File: config.mk
export PLATFORM = sky130hd
export DESIGN_NAME = inst_fetch_queue
export DESIGN_NICKNAME = d
export VERILOG_FILES = /design/src/rtl/inst_fetch_queue_pkg.sv /design/src/rtl/inst_fetch_queue_ptr.sv /design/src/rtl/inst_fetch_queue.sv
export SDC_FILE = /design/constraint.sdc
export NUM_CORES = 1
export LEC_CHECK = 0
export CAP_MARGIN = 20
export CORE_ASPECT_RATIO = 0.8
export CORE_MARGIN = 1
export CORE_UTILIZATION = 35
export DETAILED_ROUTE_END_ITERATION = 10
export GPL_TIMING_DRIVEN = 0
export PLACE_DENSITY = 0.62
export SLEW_MARGIN = 15
export SYNTH_ARGS = -nofsm -noshare
export SYNTH_HDL_FRONTEND = slang
export SYNTH_HIERARCHICAL = 1
export SYNTH_SLANG_ARGS = --single-unit
File: constraint.sdc
create_clock -name clk -period 22.9 [get_ports clk]
set_input_delay 4.58 -clock clk [delete_from_list [all_inputs] [get_ports clk]]
set_output_delay 4.58 -clock clk [all_outputs]
set_load 0.05 [all_outputs]
File: src/rtl/inst_fetch_queue_pkg.sv
`default_nettype none
// ============================================================================
// Module   : inst_fetch_queue_pkg
// Purpose  : Shared fetch-path types and constants. fetch_entry_t is the
//            record carried from fetch through the fetch queue into decode.
// Contents : ADDR_WIDTH, INST_WIDTH, RESET_VECTOR, fetch_entry_t
// Revision : 1.0 - initial release
// ============================================================================
package inst_fetch_queue_pkg;

    localparam int ADDR_WIDTH = 32;
    localparam int INST_WIDTH = 32;

    // First PC fetched after reset.
    localparam logic [ADDR_WIDTH-1:0] RESET_VECTOR = 32'h1C00_0000;

    typedef struct packed {
        logic [ADDR_WIDTH-1:0] pc;
        logic [INST_WIDTH-1:0] inst;
        logic                  branch;
        logic [ADDR_WIDTH-1:0] branch_addr;
    } fetch_entry_t;

endpackage : inst_fetch_queue_pkg
`default_nettype wire

File: src/rtl/inst_fetch_queue_ptr.sv
`default_nettype none
// ============================================================================
// Module   : fq_ptr
// Purpose  : Wrapping queue pointer of $clog2(DEPTH) bits. DEPTH is a power
//            of two, so natural binary overflow gives the modulo wrap.
// Ports    : clk    - clock
//            rst    - synchronous active-low reset
//            i_clr  - synchronous clear (flush)
//            i_inc  - advance pointer by one
//            o_ptr  - current pointer value
// Revision : 1.0 - initial release
// ============================================================================
module fq_ptr #(
    parameter int DEPTH = 4
) (
    input  logic                     clk,
    input  logic                     rst,
    input  logic                     i_clr,
    input  logic                     i_inc,
    output logic [$clog2(DEPTH)-1:0] o_ptr
);

    localparam int PTR_W = $clog2(DEPTH);

    logic [PTR_W-1:0] r_ptr;

    always_ff @(posedge clk) begin
        if (!rst || i_clr) begin
            r_ptr <= '0;
        end else if (i_inc) begin
            r_ptr <= r_ptr + PTR_W'(1);
        end
    end

    assign o_ptr = r_ptr;

endmodule : fq_ptr
`default_nettype wire

File: src/rtl/inst_fetch_queue.sv
`default_nettype none
// ============================================================================
// Module   : inst_fetch_queue
// Purpose  : Flop-based FIFO between instruction fetch and decode. Head entry
//            is presented combinationally (zero read latency); flush empties
//            the queue in one cycle.
// Ports    : clk, rst (sync, active-low), flush
//            in_valid/in_ready, in_pc, in_inst, in_branch, in_branch_addr
//            out_valid/out_ready, out_pc, out_inst, out_branch, out_branch_addr
//            count - current occupancy
// Revision : 1.0 - initial release
// ============================================================================
module inst_fetch_queue #(
    parameter int DEPTH      = 4,
    parameter int ADDR_WIDTH = 32,
    parameter int INST_WIDTH = 32
) (
    input  logic                       clk,
    input  logic                       rst,
    input  logic                       flush,
    input  logic                       in_valid,
    input  logic [ADDR_WIDTH-1:0]      in_pc,
    input  logic [INST_WIDTH-1:0]      in_inst,
    input  logic                       in_branch,
    input  logic [ADDR_WIDTH-1:0]      in_branch_addr,
    output logic                       in_ready,
    output logic                       out_valid,
    output logic [ADDR_WIDTH-1:0]      out_pc,
    output logic [INST_WIDTH-1:0]      out_inst,
    output logic                       out_branch,
    output logic [ADDR_WIDTH-1:0]      out_branch_addr,
    input  logic                       out_ready,
    output logic [$clog2(DEPTH):0]     count
);

    import inst_fetch_queue_pkg::*;

    localparam int PTR_W = $clog2(DEPTH);
    localparam int CNT_W = PTR_W + 1;

    fetch_entry_t     r_mem [DEPTH];
    logic [CNT_W-1:0] r_count;
    logic [PTR_W-1:0] w_head;
    logic [PTR_W-1:0] w_tail;
    logic             w_push;
    logic             w_pop;
    fetch_entry_t     w_in_entry;
    fetch_entry_t     w_head_entry;

    // in_ready deliberately ignores out_ready: a full queue never accepts,
    // which keeps the fetch stall off the decode timing path.
    assign in_ready  = (r_count != CNT_W'(DEPTH)) && rst;
    assign out_valid = (r_count != '0);

    assign w_push = in_valid && in_ready && !flush;
    assign w_pop  = out_valid && out_ready && !flush;

    fq_ptr #(.DEPTH(DEPTH)) u_head_ptr (
        .clk   (clk),
        .rst   (rst),
        .i_clr (flush),
        .i_inc (w_pop),
        .o_ptr (w_head)
    );

    fq_ptr #(.DEPTH(DEPTH)) u_tail_ptr (
        .clk   (clk),
        .rst   (rst),
        .i_clr (flush),
        .i_inc (w_push),
        .o_ptr (w_tail)
    );

    always_ff @(posedge clk) begin
        if (!rst) begin
            r_count <= '0;
        end else if (flush) begin
            r_count <= '0;
        end else begin
            unique case ({w_push, w_pop})
                2'b10:   r_count <= r_count + CNT_W'(1);
                2'b01:   r_count <= r_count - CNT_W'(1);
                default: r_count <= r_count;
            endcase
        end
    end

    assign w_in_entry = '{pc:          in_pc,
                          inst:        in_inst,
                          branch:      in_branch,
                          branch_addr: in_branch_addr};

    // Storage is zeroed on reset only; flush just rewinds the pointers.
    always_ff @(posedge clk) begin
        if (!rst) begin
            for (int i = 0; i < DEPTH; i++) begin
                r_mem[i] <= '0;
            end
        end else if (w_push) begin
            r_mem[w_tail] <= w_in_entry;
        end
    end

    assign w_head_entry    = r_mem[w_head];
    assign out_pc          = w_head_entry.pc;
    assign out_inst        = w_head_entry.inst;
    assign out_branch      = w_head_entry.branch;
    assign out_branch_addr = w_head_entry.branch_addr;
    assign count           = r_count;

endmodule : inst_fetch_queue
`default_nettype wire

### After elaboration in Yosys (flattened, before gate mapping)

Memories as Yosys holds them, arrays and structs flattened. A register that Yosys moved wholly into a read port is not among the register bits.
Index checks and enable logic that the tools add are counted.

* register bits: 7
* RAM bits: 388
* input bits: 102
* output and inout bits: 102
* logic and storage cells: 34
* memories kept: 1

Memory list
* r_mem: words 4, bits a word 97, read ports 1, clocked after memory_dff 1, write ports 4, line inst_fetch_queue.sv:41 `fetch_entry_t r_mem [DEPTH];`

* add/subtract/negate cells: 4
* equality and inequality tests: 3
* mux-type cells: 10
* bitwise logic cells: 1
* reductions and logical operators: 12

Operator list (number)
* $mux 97: 1
* $reduce_or 97->1: 1
* $mux 2: 3
* $pmux 3 s2: 1
* $logic_and 1x1->1: 5
* $mux 1: 5
* $add 2x1->2 const B: 2
* $add 3x1->3 const B: 1
* $ne 3x3->1 const B: 1
* $reduce_bool 3->1: 1
* $sub 3x1->3 const B: 1
* $eq 2x1->1 const B: 1
* $eq 2x2->1 const B: 1
* $logic_not 1->1: 2
* $reduce_bool 2->1: 1
* $reduce_or 2->1: 1
* $logic_or 1x1->1: 1
* $not 1->1: 1

### Logic depth before layout (Yosys ltp)

* word-level depth: 9
* mapped depth: 8
* mapped depth without buffers: 8

### Modules after synthesis

Netlist, hierarchy kept.

By module, submodules not included
* inst_fetch_queue: instances 1, cells each 1004, area an instance 17176.5 um^2, seq. area each 11711.2 um^2
* fq_ptr: instances 2, cells each 8, area an instance 85.1 um^2, seq. area each 40.0 um^2

### Worst setup path after synthesis

No wires, ideal clock.

* path kind: input to register
* from: input port flush
* to: memory r_mem[0][0] in the netlist's numbering, enable pin
* setup time: 0.696 ns
* arrival time: 11.900 ns
* data required time: 22.204 ns
* slack: 10.304 ns
* stages on the path: 2
* buffers on the path: 0
* path through: nand3b_1 o31ai_1

RTL lines
* start: declaration: line inst_fetch_queue.sv:20 `input logic flush,`
* end: declaration: line inst_fetch_queue.sv:41

### Final worst setup path

* from: input port rst
* to: output port in_ready

* word-level cells in the longest chain between the ends: 1

Ends and longest elaborated chain
* start: declaration: line inst_fetch_queue.sv:19 `input logic rst,`
* $logic_and 1x1->1: line inst_fetch_queue.sv:52 `assign in_ready = (r_count != CNT_W'(DEPTH)) && rst;`
* end: declaration: line inst_fetch_queue.sv:26 `output logic in_ready,`

Every way passes these cells.

==> results.py <==
metrics = {
    "clocking": {
        "cts_setup_buffers": 0,
        "holdBufCountCts": 0,
        "cts.clk_slew.worst_paths_ns": 0.06,
        "cts_resized": 0,
        "htreeDepth": 2,
        "cts_made_buffers": 43,
        "cts-root-buf": "clkbuf_16",
        "clk_latency_ns": 0.55,
        "ctsLongestPathBuffers": 3,
        "cts_tree": "built",
        "cts.sinks": 395,
    },
    "sta": {
        "min_period_ns": 10.96,
        "fin_skew_ns": 0.00755,
        "tns_ns": 0,
        "hold_slack_ns": 0.514,
        "slew_viol_final": 0,
        "worst_pin_slew_ns": 0.851,
        "min_period_over_period": 0.479,
        "grt_setup_unrepaired": "no",
        "layout_setup_ws_ns": 11.94,
        "fmax_ghz": 0.0912,
        "maxSlewHeadroom": 0.431,
        "setup_viol_count_final": 0,
        "hold_viol": 0,
    },
    "synth": {
        "yosys_warnings": 6,
        "synth_area_per_cell_sq_um": 17.0,
        "synth_cell_types": 31,
        "synthCells": 1020,
        "synth_seq_cells": 395,
        "syn-num-nets": 1124,
        "netlist_area_sq_mm": 0.0173,
        "yosysSeqAreaShare": 0.680,
    },
    "critical_path": {
        "crit_fanout": 9,
        "max_stage_delay_ns": 0.80,
        "critPathRequiredTime_ns": 18.32,
        "critPathLaunchType": "primary input",
        "endpoint_kind": "primary output",
        "reg2reg_depth": 6,
        "arrival_ns": 6.38,
        "crit_chain": "clkdlybuf4s50_1 -> and2_1 -> clkdlybuf4s50_1",
        "crit_path_top_delay_cell": "clkdlybuf4s50_1",
        "crit_type": "primary input to primary output",
        "critPathMostFrequentCell": "clkdlybuf4s50_1",
    },
    "global_routing": {
        "antenna_found_initial": 1,
        "grt_overflow_total": 0,
        "grt_pass1_vias": 10743,
        "grt_max_degree": 23,
        "track_usage": 0.179,
        "grt_pass1_wl_mm": 67.4,
    },
    "final_layout": {
        "fin_nets": 1398,
        "drive_above_1_share": 0.185,
        "area_delta_synth_final_pct": 27.7,
        "final_cells": 1958,
    },
    "placed_design": {
        "dp_cells": 1877,
        "gp_congestion": 0.753,
        "pre_cts_slack_ns": 11.93,
        "io_buffers": 203,
        "hpwl_mm": 29.8,
    },
    "floorplanning": {
        "num_rows": 72,
        "ios": 204,
        "dieWidth_microns": 251,
        "die_area_sq_mm": 0.0505,
        "die_h_microns": 201,
        "start_util": 0.357,
        "core_area_sq_mm": 0.0486,
    },
    "pwr": {
        "ir_drop_uv": 45.9,
        "leakagePower_nw": 8.83,
        "powerDensity_mw_per_mm2": 75.8,
    },
    "detailed_routing": {
        "drt_iter0_drc": 676,
        "avgRoutedWirePerCell_microns": 23.0,
        "via_per_inst": 5.22,
        "met3_length_mm": 2.83,
        "top_layer_used": "met4",
        "first_pass_iters": 5,
        "routed-wl-met2_mm": 21.9,
        "vias": 10226,
        "ant_nets": 0,
        "drc": 0,
        "routed_wirelength_mm": 45.1,
        "wl_met1_mm": 19.3,
    },
    "worst_hold_path": {
        "min_path_type": "flip-flop to flip-flop",
        "hold_depth": 2,
    },
    "run": {
        "drv_cap": 0,
    },
    "outcome": {
        "outcome": "finished clean",
    },
}
path summary, 6_finish.rpt:
| check | start | end | slack (ns) |
|---|---|---|---|
| worst max register to register | count[2] | r_mem[1][57] | 20.25 |
| worst min-delay path | count[2] | count[2] | 0.51 |
| worst max-delay path | rst | in_ready | 11.94 |
| worst min register to register | count[2] | count[2] | 0.51 |
sequential cells by signal (all words and copies together), names as in the netlist:
signal            flops
u_tail_ptr/o_ptr      2
r_mem               388
u_head_ptr/o_ptr      2
count                 3
layer usage:
layer	vias up	GRT usage
met3	65	0.0338
met2	334	0.289
met4	0	0.0575
li1	4580	-
met5	-	0
met1	5247	0.245
power breakdown:
part,switching [mW],internal (mW)
Sequential,0.00747,0.824
Clock,0.285,0.400
Combinational,0.0969,0.0666
Total,0.389,1.29
cell usage after synthesis (all sizes together):
cell type  count  area share
ha             1     0.00072
and2b          2     0.00087
mux4          97        0.13
nor2b          1     0.00036
xnor2          2      0.0010
or3b           1     0.00065
clkbuf        45      0.0097
nand3b         3      0.0013
o31ai          1     0.00043
fa             1      0.0012
or3            2     0.00072
a21bo          2      0.0012
xor2           2      0.0010
nand2          1     0.00022
edfxtp       388        0.67
dfxtp          7      0.0081
a21oi          4      0.0016
o21ai          4      0.0012
nand2b         5      0.0018
nand3          1     0.00058
buf           50       0.027
inv            4     0.00087
and3         291        0.10
nor2           6      0.0013
and3b          1     0.00050
and2          98       0.035
worst max-delay path: cells and delay by family:
family / cells / cell delay, ns
buffers and inverters: 2 / 1.60
AND/OR/NAND/NOR: 1 / 0.20
kinds of logic (layout without fill, tap and decap cells):
logic type / count (synthesis) / count (layout) / synth area share
simple gates: 412 / 412 / 0.149
flops: 395 / 395 / 0.680
buf+inv: 99 / 407 / 0.0375
mux: 97 / 97 / 0.126
compound gates: 11 / 11 / 0.00433
xor+xnor: 4 / 4 / 0.00202
fa+ha+maj: 2 / 2 / 0.00188
other cells: 0 / 1 / 0
metrics by stage:
step / cell area [sq um] / total power, mW / utilization
floorplan: 17300 / 0.938 / -
global placement: 20200 / 1.01 / 0.415
detailed placement: 20700 / 1.01 / 0.426
CTS: 22100 / 1.70 / 0.455
global route: 22100 / 1.73 / 0.455
finish: 22200 / 1.68 / 0.455
cells in the final DEF (no fill, tap or decap), types with 2 or more instances in the layout:
cell type,instances
bufinv_16,3
a21oi_1,2
and3_1,291
buf_8,8
clkinvlp_4,2
buf_12,5
inv_1,3
buf_2,10
buf_6,36
clkbuf_16,45
nor2_1,6
nand3b_1,3
clkinv_1,6
buf_4,3
or3_1,2
nand2b_1,5
o21ai_4,3
buf_16,11
xor2_1,2
clkbuf_8,2
xnor2_1,2
and2_1,98
edfxtp_1,388
dfxtp_1,7
and2b_1,2
buf_1,3
clkdlybuf4s50_1,203
clkbuf_1,51
a21oi_2,2
mux4_2,97
a21bo_1,2
clkinv_2,13
layout make-up:
type	instances	area [sq um]
timing repair buffer	229	2580
buffer	95	636
tap	629	787
clock buffer	53	1180
clock inverter	26	213
antenna	1	2.50
inverter	4	15.0
multi-input combinational	526	4950
fill	4236	26500
sequential	395	11800
(Power assumes the default switching activity.)
